$ cat config.mk
export PLATFORM = sky130hd
export DESIGN_NAME = lsu_mem_port_flat
export DESIGN_NICKNAME = d
export VERILOG_FILES = /design/src/rtl/mips16_pkg.sv /design/src/rtl/lsu_mem_port_if.sv /design/src/rtl/lsu_acc_counter.sv /design/src/rtl/lsu_mem_port.sv /design/src/flat_wrapper.sv
export SDC_FILE = /design/constraint.sdc
export NUM_CORES = 1
export LEC_CHECK = 0
export CAP_MARGIN = 25
export CORE_UTILIZATION = 42
export DETAILED_ROUTE_END_ITERATION = 6
export PLACE_DENSITY = 0.8
export SLEW_MARGIN = 25
export SYNTH_ARGS = -nofsm -noshare
export SYNTH_HDL_FRONTEND = slang
export SYNTH_SLANG_ARGS = --single-unit
$ cat constraint.sdc
create_clock -name clk -period 1.8 [get_ports clk]
set_input_delay 0.27 -clock clk [delete_from_list [all_inputs] [get_ports clk]]
set_output_delay 0.27 -clock clk [all_outputs]
set_load 0.02 [all_outputs]
$ cat src/rtl/mips16_pkg.sv
// Shared definitions for the LSU memory port: FSM state encoding,
// default bus widths and the word-alignment mask.
package mips16_pkg;

  localparam int LSU_ADDR_W = 16;
  localparam int LSU_DATA_W = 16;

  // Byte-offset bits that must be zero for a word-aligned access.
  localparam logic [1:0] LSU_ALIGN_MASK = 2'b11;

  typedef enum logic [1:0] {
    ST_IDLE   = 2'd0,
    ST_ACCESS = 2'd1,
    ST_RESP   = 2'd2
  } lsu_state_e;

  // True when the low address bits select a non-word-aligned byte.
  function automatic logic lsu_misaligned(input logic [1:0] addr_lo);
    return ((addr_lo & LSU_ALIGN_MASK) != 2'b00);
  endfunction

endpackage

$ cat src/rtl/lsu_mem_port_if.sv
// CPU request/response and data-memory signals of the LSU memory port.
// slave  : the LSU view (accepts requests, drives memory).
// master : the environment view (CPU plus data memory).
interface lsu_mem_port_if
  import mips16_pkg::*;
#(
  parameter int ADDR_W = LSU_ADDR_W,
  parameter int DATA_W = LSU_DATA_W
);

  logic              req_valid;
  logic              req_ready;
  logic              req_we;
  logic [ADDR_W-1:0] req_addr;
  logic [DATA_W-1:0] req_wdata;
  logic              rsp_valid;
  logic              rsp_ready;
  logic [DATA_W-1:0] rsp_rdata;
  logic              rsp_err;
  logic              mem_we;
  logic [ADDR_W-1:0] mem_addr;
  logic [DATA_W-1:0] mem_wd;
  logic [DATA_W-1:0] mem_rd;

  modport slave (
    input  req_valid, req_we, req_addr, req_wdata, rsp_ready, mem_rd,
    output req_ready, rsp_valid, rsp_rdata, rsp_err, mem_we, mem_addr, mem_wd
  );

  modport master (
    output req_valid, req_we, req_addr, req_wdata, rsp_ready, mem_rd,
    input  req_ready, rsp_valid, rsp_rdata, rsp_err, mem_we, mem_addr, mem_wd
  );

endinterface

$ cat src/rtl/lsu_acc_counter.sv
// 16-bit wrapping event counter with an increment enable.
module lsu_acc_counter (
  input  logic        clk,
  input  logic        reset_n,
  input  logic        inc_en,
  output logic [15:0] count
);

  logic [15:0] count_q;
  logic [15:0] count_d;

  // Next count: add one when enabled, natural wrap from 0xFFFF to 0x0000.
  always_comb begin
    count_d = count_q;
    if (inc_en) begin
      count_d = count_q + 16'd1;
    end else begin
      count_d = count_q;
    end
  end

  // Count register.
  always_ff @(posedge clk or negedge reset_n) begin
    if (!reset_n) begin
      count_q <= 16'd0;
    end else begin
      count_q <= count_d;
    end
  end

  assign count = count_q;

endmodule

$ cat src/rtl/lsu_mem_port.sv
// LSU memory port: three-state FSM (IDLE -> ACCESS -> RESP) that turns one
// CPU load/store request into a single data-memory cycle and a held response.
// Optional build macro: LSU_ALIGN_CHECK_EN -- when defined, misaligned
// requests bypass the memory cycle and respond with rsp_err set.
module lsu_mem_port
  import mips16_pkg::*;
#(
  parameter int ADDR_W = LSU_ADDR_W,
  parameter int DATA_W = LSU_DATA_W
) (
  input  logic           clk,
  input  logic           reset_n,
  lsu_mem_port_if.slave  bus,
  output logic [15:0]    acc_count
);

  lsu_state_e        state_q, state_d;
  logic              we_q, we_d;
  logic [ADDR_W-1:0] addr_q, addr_d;
  logic [DATA_W-1:0] wd_q, wd_d;
  logic [DATA_W-1:0] rdata_q, rdata_d;
  logic              err_q, err_d;
  logic              acc_inc_s;

  // Next-state and datapath: latch on accept, sample memory in ACCESS, hold in RESP.
  always_comb begin
    state_d   = state_q;
    we_d      = we_q;
    addr_d    = addr_q;
    wd_d      = wd_q;
    rdata_d   = rdata_q;
    err_d     = err_q;
    acc_inc_s = 1'b0;
    case (state_q)
      ST_IDLE: begin
        if (bus.req_valid) begin
          we_d   = bus.req_we;
          addr_d = bus.req_addr;
          wd_d   = bus.req_wdata;
`ifdef LSU_ALIGN_CHECK_EN
          if (lsu_misaligned(bus.req_addr[1:0])) begin
            state_d = ST_RESP;
            err_d   = 1'b1;
            rdata_d = {DATA_W{1'b0}};
          end else begin
            state_d = ST_ACCESS;
          end
`else
          state_d = ST_ACCESS;
`endif
        end else begin
          state_d = ST_IDLE;
        end
      end
      ST_ACCESS: begin
        acc_inc_s = 1'b1;
        err_d     = 1'b0;
        rdata_d   = we_q ? {DATA_W{1'b0}} : bus.mem_rd;
        state_d   = ST_RESP;
      end
      ST_RESP: begin
        if (bus.rsp_ready) begin
          state_d = ST_IDLE;
        end else begin
          state_d = ST_RESP;
        end
      end
      default: begin
        state_d = ST_IDLE;
      end
    endcase
  end

  // State and datapath registers; reset drops any in-flight access.
  always_ff @(posedge clk or negedge reset_n) begin
    if (!reset_n) begin
      state_q <= ST_IDLE;
      we_q    <= 1'b0;
      addr_q  <= {ADDR_W{1'b0}};
      wd_q    <= {DATA_W{1'b0}};
      rdata_q <= {DATA_W{1'b0}};
      err_q   <= 1'b0;
    end else begin
      state_q <= state_d;
      we_q    <= we_d;
      addr_q  <= addr_d;
      wd_q    <= wd_d;
      rdata_q <= rdata_d;
      err_q   <= err_d;
    end
  end

  // Outputs are decodes of registered state or register values directly.
  assign bus.req_ready = (state_q == ST_IDLE);
  assign bus.rsp_valid = (state_q == ST_RESP);
  assign bus.rsp_rdata = rdata_q;
  assign bus.rsp_err   = err_q;
  assign bus.mem_we    = (state_q == ST_ACCESS) && we_q;
  assign bus.mem_addr  = addr_q;
  assign bus.mem_wd    = wd_q;

  lsu_acc_counter u_acc_counter (
    .clk     (clk),
    .reset_n (reset_n),
    .inc_en  (acc_inc_s),
    .count   (acc_count)
  );

endmodule
$ cat src/flat_wrapper.sv
// flat-port wrapper written by rule: the top's interface ports become plain ports
module lsu_mem_port_flat import mips16_pkg::*;
#(
  parameter int ADDR_W = LSU_ADDR_W,
  parameter int DATA_W = LSU_DATA_W
)
  (clk, reset_n, acc_count, bus_req_valid, bus_req_we, bus_req_addr, bus_req_wdata, bus_rsp_ready, bus_mem_rd, bus_req_ready, bus_rsp_valid, bus_rsp_rdata, bus_rsp_err, bus_mem_we, bus_mem_addr, bus_mem_wd);
  lsu_mem_port_if #(.ADDR_W(ADDR_W), .DATA_W(DATA_W)) bus_i ();
  input  logic clk;
  input  logic reset_n;
  output logic [15:0] acc_count;
  input wire logic [$bits(bus_i.req_valid)-1:0] bus_req_valid;
  input wire logic [$bits(bus_i.req_we)-1:0] bus_req_we;
  input wire logic [$bits(bus_i.req_addr)-1:0] bus_req_addr;
  input wire logic [$bits(bus_i.req_wdata)-1:0] bus_req_wdata;
  input wire logic [$bits(bus_i.rsp_ready)-1:0] bus_rsp_ready;
  input wire logic [$bits(bus_i.mem_rd)-1:0] bus_mem_rd;
  output wire logic [$bits(bus_i.req_ready)-1:0] bus_req_ready;
  output wire logic [$bits(bus_i.rsp_valid)-1:0] bus_rsp_valid;
  output wire logic [$bits(bus_i.rsp_rdata)-1:0] bus_rsp_rdata;
  output wire logic [$bits(bus_i.rsp_err)-1:0] bus_rsp_err;
  output wire logic [$bits(bus_i.mem_we)-1:0] bus_mem_we;
  output wire logic [$bits(bus_i.mem_addr)-1:0] bus_mem_addr;
  output wire logic [$bits(bus_i.mem_wd)-1:0] bus_mem_wd;
  assign bus_i.req_valid = bus_req_valid;
  assign bus_i.req_we = bus_req_we;
  assign bus_i.req_addr = bus_req_addr;
  assign bus_i.req_wdata = bus_req_wdata;
  assign bus_i.rsp_ready = bus_rsp_ready;
  assign bus_i.mem_rd = bus_mem_rd;
  assign bus_req_ready = bus_i.req_ready;
  assign bus_rsp_valid = bus_i.rsp_valid;
  assign bus_rsp_rdata = bus_i.rsp_rdata;
  assign bus_rsp_err = bus_i.rsp_err;
  assign bus_mem_we = bus_i.mem_we;
  assign bus_mem_addr = bus_i.mem_addr;
  assign bus_mem_wd = bus_i.mem_wd;
  lsu_mem_port #(.ADDR_W(ADDR_W), .DATA_W(DATA_W)) u_core (.clk(clk), .reset_n(reset_n), .bus(bus_i), .acc_count(acc_count));
endmodule
==> flow_summary.toml <==
[grt]
grt_pass1_vias = 2019
track_usage = 0.178
antenna_found_initial = 0
grt_overflow = 0
grt_pass1_wl_um = 9670
grt_max_degree = 68

[layout]
area_growth_pct = 51.9
fin_nets = 394
nFillCells = 494
diodes = 0
finalInstanceArea_sq_um = 4200
layout-drive-gt1-share = 0.155

[drt]
wl_um = 5680
wl_per_cell_um = 13.5
vias = 1954
final_antenna_net_count = 0
drc = 0
firstDrtPassIters = 4
drt_iter0_drc = 69
viasPerCell = 4.65

[clocking]
numCtsBuffers = 9
cts_setup_buffers = 0
clk_pin_slew_ns = 0.06
cts_tree = "done"
cts-root-buf = "clkbuf_8"
clock_latency_ns = 0.32
cts_sinks = 67
cts.htree.levels = 3
clockBufferDepth = 2

[worst_setup_path]
worst_path_dominant_cell_family = "buffers and inverters"
path_buf_inv = 1
worstPathArrival_ns = 1.44
rrSetupSlack_ns = 0.35
crit_fanout = 6
cpPeakStageDelay_ns = 0.67
cp_cell_sequence = "clkdlybuf4s50_1"
critPathKind = "flop to output port"
start_kind = "flop"
crit_path_end_kind = "output port"
cp.required_ns = 1.53
slowest_stage = "clkdlybuf4s50_1"

[floorplanning]
initial_core_util = 0.436
dieArea_sq_um = 6920
dieHeight_um = 83.2
coreArea_sq_um = 6350
num_rows = 29
chipWidth_um = 83.2
pin_count = 121

[synthesis]
synth_cells = 214
synthMuxAreaShare = 0.167
syn_area_per_cell_sq_um = 12.9
synth_area_sq_um = 2770
yosys_register_bits = 67
yosysWarnings = 0
synth_cell_types = 28
synth_xor_area_frac = 0.0475
mappedNetlistNets = 268
synthSimpleGateAreaFrac = 0.110
synth_top_family_by_area = "multiplexers"
synthAdderAreaFrac = 0.00452
synth_compound_area_frac = 0.0325
seq_area_frac_synth = 0.606

[sta]
fmax_mhz = 583
period_needed_ns = 1.71
period_share = 0.952
drv_slew = 0
setup_viol_count_final = 0
hold_violations = 0
timing.setup.tns_ns = 0
rsz0062_at_grt = "no"
clock_skew_ns = 0.00645

[placed_design]
place_congestion = 0.705
portBuffers = 119
postPlaceCellArea_sq_um = 4050
dp_hpwl_um = 4130

[power]
leakagePower_uw = 0.00186
ir_drop_mv = 0.984
power_density_nw_per_um2 = 1690

[job]
maxCapViolCount = 0

[outcome]
outcome = "finished clean"

[worst_hold_path]
hold_path.class = "flop to flop"
-- kinds of logic (layout without fill, tap and decap cells) --
logic type	after synthesis	after routing
xor gates and xnor gates	15	15
buffers and inverters	13	142
other	1	1
and+or+nand+nor	67	67
AOI/OAI and AO/OA	18	18
muxes	32	32
DFF	67	67
adders and majority gates	1	1
-- layout make-up --
cell class              instances  area, sq um  share of cell area
flip-flops and latches         67         1680               0.399
inverters                       3         11.3             0.00268
well taps                      77         96.3              0.0229
repair buffers                125         1270               0.301
multi-input cells             134         1000               0.239
clock buffers                  10          128              0.0304
clock inverters                 4         20.0             0.00476
-- registers in the layout, indices dropped and copies added, names as in the netlist --
name / flops
u_core.bus.mem_addr: 16
u_core.bus.mem_wd: 16
u_core.u_acc_counter.count: 16
u_core.bus.rsp_rdata: 16
u_core.state_q: 2
u_core.we_q: 1
-- path summary, 6_finish.rpt --
| path | start | end | cells after the start |
|---|---|---|---|
| min | u_core.u_acc_counter.count[15]$_DFFE_PN0N_ | u_core.u_acc_counter.count[15]$_DFFE_PN0N_ | 1 |
| min reg2reg | u_core.u_acc_counter.count[15]$_DFFE_PN0N_ | u_core.u_acc_counter.count[15]$_DFFE_PN0N_ | 1 |
| min in group asynchronous | reset_n | u_core.u_acc_counter.count[6]$_DFFE_PN0N_ | 3 |
| max | u_core.u_acc_counter.count[2]$_DFFE_PN0N_ | acc_count[2] | 1 |
| max reg2reg | u_core.state_q[1]$_DFF_PN0_ | u_core.u_acc_counter.count[11]$_DFFE_PN0N_ | 4 |
| max in group asynchronous | reset_n | u_core.bus.rsp_rdata[2]$_DFFE_PN0N_ | 3 |
-- through the flow --
stage,hold WS [ns],setup WS [ns],utilization,power (uW),cells
after floorplan,-0.0256,0.261,-,4520,214
after global placement,0.312,0.244,0.638,6120,405
after detailed placement,0.316,0.249,0.638,6200,405
after CTS,0.469,0.0712,0.662,7190,420
after global routing,0.495,0.0181,0.662,7510,420
final,0.475,0.0860,0.662,7100,420
-- timing repair --
action | in CTS | in global routing
gates resized for setup | 3 | 0
hold endpoints to repair | 67 | 0
hold buffers | 1 | 0
setup endpoints to repair | 3 | 0
-- routing by layer --
layer	track usage	vias to the layer above	routed length, um
met1	0.236	908	2520
met4	0.0862	0	104
met3	0.0398	10	339
met5	0	-	0
met2	0.279	74	2720
li1	-	962	-
-- cell usage in the layout (no fill, tap or decap), types with 4 or more instances in the layout --
master,n
clkbuf_8,9
clkdlybuf4s50_1,115
clkinv_2,4
dfrtp_1,67
mux2_2,5
mux2_4,27
nand2_1,39
nand4_1,7
nor2_1,7
o21ai_0,15
xnor2_1,12
-- cells in the mapped netlist, drive strengths merged --
library cell | instances | area share
nand2b | 2 | 0.0045
nor2 | 8 | 0.012
nor2b | 1 | 0.0023
nor3 | 1 | 0.0018
xnor2 | 12 | 0.038
inv | 2 | 0.0027
buf | 8 | 0.024
and2 | 1 | 0.0032
clkinv | 1 | 0.0014
o21ai | 18 | 0.033
nand4b | 1 | 0.0032
nand3 | 3 | 0.0054
dfrtp | 67 | 0.61
nand2 | 39 | 0.053
clkbuf | 2 | 0.0027
mux2 | 32 | 0.17
xor2 | 3 | 0.0095
nand4 | 7 | 0.016
ha | 1 | 0.0045
or2 | 1 | 0.0023
conb | 1 | 0.0014
and3 | 2 | 0.0045
nand3b | 1 | 0.0027
-- report_power, final --
group | internal [uW] | total (uW) | leakage, uW | switching, uW
Sequential | 2140 | 2560 | 0.000833 | 412
Clock | 474 | 972 | 0.0000815 | 498
Combinational | 1930 | 3570 | 0.000946 | 1640
Total | 4550 | 7100 | 0.00186 | 2550
(Power assumes the default switching activity.)
